File: config.mk
export PLATFORM = sky130hd
export DESIGN_NAME = fpga_spi_cmd_rx
export DESIGN_NICKNAME = d
export VERILOG_FILES = /design/src/rtl/fpga_cmd_pkg.sv /design/src/rtl/fpga_spi_cmd_rx_sync_edge.sv /design/src/rtl/fpga_spi_cmd_rx.sv
export SDC_FILE = /design/constraint.sdc
export NUM_CORES = 1
export LEC_CHECK = 0
export CAP_MARGIN = 20
export CORE_MARGIN = 5
export CORE_UTILIZATION = 40
export DETAILED_ROUTE_END_ITERATION = 7
export PLACE_DENSITY = 0.61
export SKIP_CTS_REPAIR_TIMING = 1
export SLEW_MARGIN = 5
export SYNTH_ARGS = -nofsm -noshare
export SYNTH_HDL_FRONTEND = slang
export SYNTH_SLANG_ARGS = --single-unit
File: constraint.sdc
create_clock -name ck_1356meg -period 1.83 [get_ports ck_1356meg]
set_clock_uncertainty 0.1 [all_clocks]
set_input_delay 0.366 -clock ck_1356meg [delete_from_list [all_inputs] [get_ports ck_1356meg]]
set_output_delay 0.366 -clock ck_1356meg [all_outputs]
set_load 0.05 [all_outputs]
File: src/rtl/fpga_cmd_pkg.sv
// Shared definitions for the ARM->FPGA SPI configuration path: command
// codes carried in the top nibble of each word, major-mode encodings
// found in conf_word[7:5], and the receiver state enumeration.
package fpga_cmd_pkg;

    // Command codes (word[15:12])
    localparam logic [3:0] CMD_SET_CONFREG = 4'b0001;
    localparam logic [3:0] CMD_SET_DIVISOR = 4'b0010;

    // Major-mode encodings (conf_word[7:5])
    localparam logic [2:0] MODE_HF_READER_TX = 3'b000;
    localparam logic [2:0] MODE_HF_READER_RX = 3'b001;
    localparam logic [2:0] MODE_HF_SIMULATOR = 3'b010;
    localparam logic [2:0] MODE_HF_ISO14443A = 3'b011;
    localparam logic [2:0] MODE_LF_READER    = 3'b100;
    localparam logic [2:0] MODE_HF_NFC       = 3'b101;
    localparam logic [2:0] MODE_LF_EDGE      = 3'b110;
    localparam logic [2:0] MODE_OFF          = 3'b111;

    // Receiver states
    typedef enum logic [1:0] {
        ST_IDLE,
        ST_SHIFT,
        ST_DECODE
    } rx_state_t;

endpackage

File: src/rtl/fpga_spi_cmd_rx_sync_edge.sv
// Multi-flop synchroniser for one asynchronous input with rise/fall
// detection on the synchronised level. Edges are suppressed until the
// pipeline and the delayed copy hold only real samples, so the idle
// value loaded at reset never produces a phantom edge.
module sync_edge #(
    parameter int   SYNC_STAGES = 2,
    parameter logic IDLE_LEVEL  = 1'b0
) (
    input  logic clk,
    input  logic rst,
    input  logic din,
    output logic rise,
    output logic fall
);

    logic [SYNC_STAGES-1:0] stages;
    logic                   prev;
    logic [SYNC_STAGES:0]   fill;
    logic                   level;

    // Shift the raw input through the synchroniser, keep a one-cycle
    // delayed copy of the last stage, and track when the chain is primed
    always_ff @(posedge clk) begin
        if (rst) begin
            stages <= {SYNC_STAGES{IDLE_LEVEL}};
            prev   <= IDLE_LEVEL;
            fill   <= '0;
        end else begin
            stages <= {stages[SYNC_STAGES-2:0], din};
            prev   <= stages[SYNC_STAGES-1];
            fill   <= {fill[SYNC_STAGES-1:0], 1'b1};
        end
    end

    assign level = stages[SYNC_STAGES-1];
    assign rise  = fill[SYNC_STAGES] & level & ~prev;
    assign fall  = fill[SYNC_STAGES] & ~level & prev;

endmodule

File: src/rtl/fpga_spi_cmd_rx.sv
// ARM->FPGA SPI command receiver. Oversamples spck/mosi/ncs on the
// 13.56 MHz clock, assembles MSB-first words, decodes them and publishes
// conf_word/divisor as registered outputs. A received conf_word is held
// pending until apply_stb so the carrier never sees a mid-cycle change.
module fpga_spi_cmd_rx
    import fpga_cmd_pkg::*;
#(
    parameter int         WORD_BITS   = 16,
    parameter int         SYNC_STAGES = 2,
    parameter logic [7:0] CONF_RESET  = 8'hE0,
    parameter logic [7:0] DIV_RESET   = 8'd95
) (
    input  logic       ck_1356meg,
    input  logic       rst,
    input  logic       spck,
    input  logic       mosi,
    input  logic       ncs,
    input  logic       apply_stb,
    output logic [7:0] conf_word,
    output logic [7:0] divisor,
    output logic       conf_pending,
    output logic       cmd_stb,
    output logic       frame_err,
    output logic       cmd_unknown
);

    localparam int             CNT_W    = $clog2(WORD_BITS + 2);
    localparam logic [CNT_W-1:0] CNT_FULL = CNT_W'(WORD_BITS);
    localparam logic [CNT_W-1:0] CNT_SAT  = CNT_W'(WORD_BITS + 1);

    logic                   sck_rise;
    logic                   cs_fall;
    logic                   cs_rise;
    logic [SYNC_STAGES-1:0] mosi_stages;
    logic                   mosi_sync;

    rx_state_t              state;
    logic [WORD_BITS-1:0]   shift_reg;
    logic [CNT_W-1:0]       bit_cnt;
    logic [7:0]             pending_conf;

    sync_edge #(
        .SYNC_STAGES (SYNC_STAGES),
        .IDLE_LEVEL  (1'b0)
    ) u_sync_spck (
        .clk  (ck_1356meg),
        .rst  (rst),
        .din  (spck),
        .rise (sck_rise),
        .fall ()
    );

    sync_edge #(
        .SYNC_STAGES (SYNC_STAGES),
        .IDLE_LEVEL  (1'b1)
    ) u_sync_ncs (
        .clk  (ck_1356meg),
        .rst  (rst),
        .din  (ncs),
        .rise (cs_rise),
        .fall (cs_fall)
    );

    // Plain synchroniser for mosi, same depth as spck so each data bit
    // lines up with the spck edge that qualifies it
    always_ff @(posedge ck_1356meg) begin
        if (rst) begin
            mosi_stages <= '0;
        end else begin
            mosi_stages <= {mosi_stages[SYNC_STAGES-2:0], mosi};
        end
    end

    assign mosi_sync = mosi_stages[SYNC_STAGES-1];

    // Frame FSM, decoder and apply logic; the DECODE write to the pending
    // register is placed after the apply so a coincident apply commits the
    // old pending value while the new one stays pending
    always_ff @(posedge ck_1356meg) begin
        if (rst) begin
            state        <= ST_IDLE;
            shift_reg    <= '0;
            bit_cnt      <= '0;
            pending_conf <= CONF_RESET;
            conf_word    <= CONF_RESET;
            divisor      <= DIV_RESET;
            conf_pending <= 1'b0;
            cmd_stb      <= 1'b0;
            frame_err    <= 1'b0;
            cmd_unknown  <= 1'b0;
        end else begin
            cmd_stb     <= 1'b0;
            frame_err   <= 1'b0;
            cmd_unknown <= 1'b0;

            if (apply_stb && conf_pending) begin
                conf_word    <= pending_conf;
                conf_pending <= 1'b0;
            end

            case (state)
                ST_IDLE: begin
                    if (cs_fall) begin
                        state     <= ST_SHIFT;
                        bit_cnt   <= '0;
                        shift_reg <= '0;
                    end
                end
                ST_SHIFT: begin
                    if (sck_rise) begin
                        shift_reg <= {shift_reg[WORD_BITS-2:0], mosi_sync};
                        if (bit_cnt != CNT_SAT) begin
                            bit_cnt <= bit_cnt + CNT_W'(1);
                        end
                    end
                    if (cs_rise) begin
                        state <= ST_DECODE;
                    end
                end
                ST_DECODE: begin
                    state <= ST_IDLE;
                    if (bit_cnt != CNT_FULL) begin
                        frame_err <= 1'b1;
                    end else begin
                        cmd_stb <= 1'b1;
                        case (shift_reg[WORD_BITS-1 -: 4])
                            CMD_SET_CONFREG: begin
                                pending_conf <= shift_reg[7:0];
                                conf_pending <= 1'b1;
                            end
                            CMD_SET_DIVISOR: begin
                                divisor <= shift_reg[7:0];
                            end
                            default: begin
                                cmd_unknown <= 1'b1;
                            end
                        endcase
                    end
                end
                default: begin
                    state <= ST_IDLE;
                end
            endcase
        end
    end

endmodule

==> results of run 1 <==
## final cells by class
cell class | instances | area share, %
inverters | 3 | 0.400
repair buffers | 32 | 9.69
multi-input cells | 179 | 35.0
clock buffers | 12 | 5.16
well taps | 72 | 3.20
flip-flops and latches | 62 | 44.1
clock inverters | 4 | 2.49
## metal layers
layer	part of all wire (%)	global-route usage, %	vias to the layer above
met1	46	15.8	816
met5	0	0	-
met4	2.1	5.95	0
met2	47	20.9	26
li1	-	-	937
met3	5.0	6.37	12
## layout by cell type (no fill, tap or decap), types with 2 or more instances in the layout
cell type,instances
nor3_1,10
nor2_1,20
nand2_1,39
nand2b_1,2
a21oi_1,33
mux2i_1,8
nand3_1,22
clkbuf_8,10
inv_1,2
clkinv_2,2
nor4_1,2
o21ai_1,3
ha_1,3
bufinv_16,2
clkbuf_1,2
or2_1,3
nand4_2,2
clkdlybuf4s50_1,4
dfxtp_1,62
nor2b_1,12
nor3b_1,2
a211oi_1,2
buf_4,25
buf_12,2
## cell families after synthesis
logic type               after synthesis  synth area share [%]
AO/OA/AOI/OAI                         42                  9.76
multiplexers                           8                  3.43
flip-flops                            62                  53.2
AND/OR/NAND/NOR                      126                  27.4
adder cells (fa/ha/maj)                3                  1.61
buffers and inverters                 19                  4.56
## critical path, delay by kind of cell, from the launching register on
kind | cells | cell delay (ns)
simple gates | 3 | 0.71
flops | 1 | 0.34
mux | 1 | 0.26
fa+ha+maj | 1 | 0.13
buf+inv | 1 | 0.08
## report_power, final
part | internal, mW | total [mW] | leakage [nW] | switching (mW)
logic | 0.0347 | 0.0846 | 0.488 | 0.0499
registers | 1.36 | 1.37 | 0.502 | 0.00718
clock network | 0.800 | 1.29 | 0.110 | 0.488
## through the flow
step	setup TNS (ns)	cells	setup slack [ns]	utilization, %
2_1_floorplan	0	260	0.184	-
3_3_place_gp	0	348	0.145	46.6
3_5_place_dp	0	348	0.101	46.6
4_1_cts	0	364	0.0937	50.5
5_1_grt	-0.910	364	-0.102	50.5
6_report	0	364	0.104	50.5
## path summary, 6_finish.rpt
kind,startpoint,end,slack (ns),cells after the start
worst max register to register,bit_cnt[1],pending_conf[4],0.10,6
worst min register to register,u_sync_ncs.stages[0],u_sync_ncs.stages[1],0.30,1
worst min-delay path,rst,u_sync_spck.fill[1],0.27,2
worst max-delay path,bit_cnt[1],pending_conf[4],0.10,6
## Yosys cell counts
cell type and instances:
and3_1 1, ha_1 3, nand3_1 22, or2_1 3, nand2_1 39, clkbuf_8 1, a221o_1 1, a32o_1 1
or4_1 1, and4bb_1 1, nor4b_1 1, nand2b_1 2, and3b_1 1, and2b_4 1, or2_0 1, o21ai_0 1
buf_2 5, inv_2 1, o21a_1 1, nand4_2 2, buf_4 3, nor2b_1 12, and2b_2 1, clkbuf_1 6
nor4_1 2, and2_2 1, nor3b_1 2, and2_1 1, mux2i_1 8, a211oi_1 2, nand2_2 1, buf_6 1
nor4bb_1 1, inv_1 2, o21ai_1 3, a21oi_1 33, nor2_1 20, nor3_1 10, dfxtp_1 62
==> metrics, run 1 <==
Avg Vias per Cell=4.92; gr usage total=13.5%; post-layout minimum cycle time=1.73 ns; Mapped Nets=269; # diodes=0; DRT iter0 DRCs=85; CTS Buffer Depth=2; core area=0.00557 mm²; kind of critical path=reg -> reg; Worst-Skew Late Latency=0.34 ns; Multi-input gate area=985 µm²; Synth Area per Inst=8.97 µm²; vias post-DR=1791; worst-margin pin slew=0.472 ns; Routability Congestion=0.854; port bufs=25; Num CTS Buffers=9; critical path required time=1.95 ns; register area=0.00124 mm²; Worst path max stage delay=0.35 ns; H-tree Lvls=3; width of the die=86.4 µm; clock root buffer=clkbuf_8; Critical Path Start Type=flip-flop; peak supply drop=0.482 mV; Seq/Total Area, Yosys=53.2%; cells after synthesis=260; unrepaired setup endpoints after global routing=yes; clock sink count=62; worst-path maximum fanout=12; Die Footprint=0.00746 mm²; CP arrival=1.85 ns; WHS=0.270 ns; area leader, netlist=dfxtp_1; P per Cell Area=974 mW/mm²; Netlist cell types=39; layout cell share with drive strength beyond 1=16.8%; Fmax=0.579 GHz; Area after DPL=0.00260 mm²; Yosys top cell area share=53.2%; largest net degree at the start of global routing=42; synthesized area=0.00233 mm²; overall power=2.74 mW; area grow syn2layout=20.7%; Synth area leaders=dfxtp_1 (53%), a21oi_1 (7.1%), nand2_1 (6.3%); antenna-violating nets left=0; yosys warns=0; die height=86.4 µm; grt ovf=0; flip-flop count of the largest register after layout=16; Clock Pin Slew Worst Setup and Hold Paths=0.06 ns; status=finished, final reports clean; nature of the critical path endpoint=flip-flop; #FFs+latches synth=62; final setup fails=0; final net count=296; Final Cell Area=0.00282 mm²; Period Utilization, post-route=94.3%; CP max stage cell=nand4_2; vias in the first global route=1620; first-pass GRT wire length=7730 µm; number of placed I/O pins=26; first-pass detailed-route iteration total=4; # DRC=0; Worst slew margin=68.1%; CTS tree=built; initial core utilization=41.8%; final-layout fill cell count=546; max-cap viol count=0; row count=27; initial antenna violation count=0; post-DP HPWL=3170 µm; fin. max-slew vios=0; HP Class=in -> reg; wirelength, routed=4580 µm; Leak Pwr=1.10 nW; critical path cell sequence=inv_1, ha_1, and4bb_1, nand4_2, mux2i_1, nor2_1; WL per Instance=12.6 µm; Final Hold Vio Count=0
No activity file was read; power rests on OpenSTA's default activity.
==> run 2: changes to the inputs <==
HOLD_SLACK_MARGIN = 0.08   (was unset)
==> results of run 2 <==
No change in the layout: final DEF, timing and power equal those of run 1.
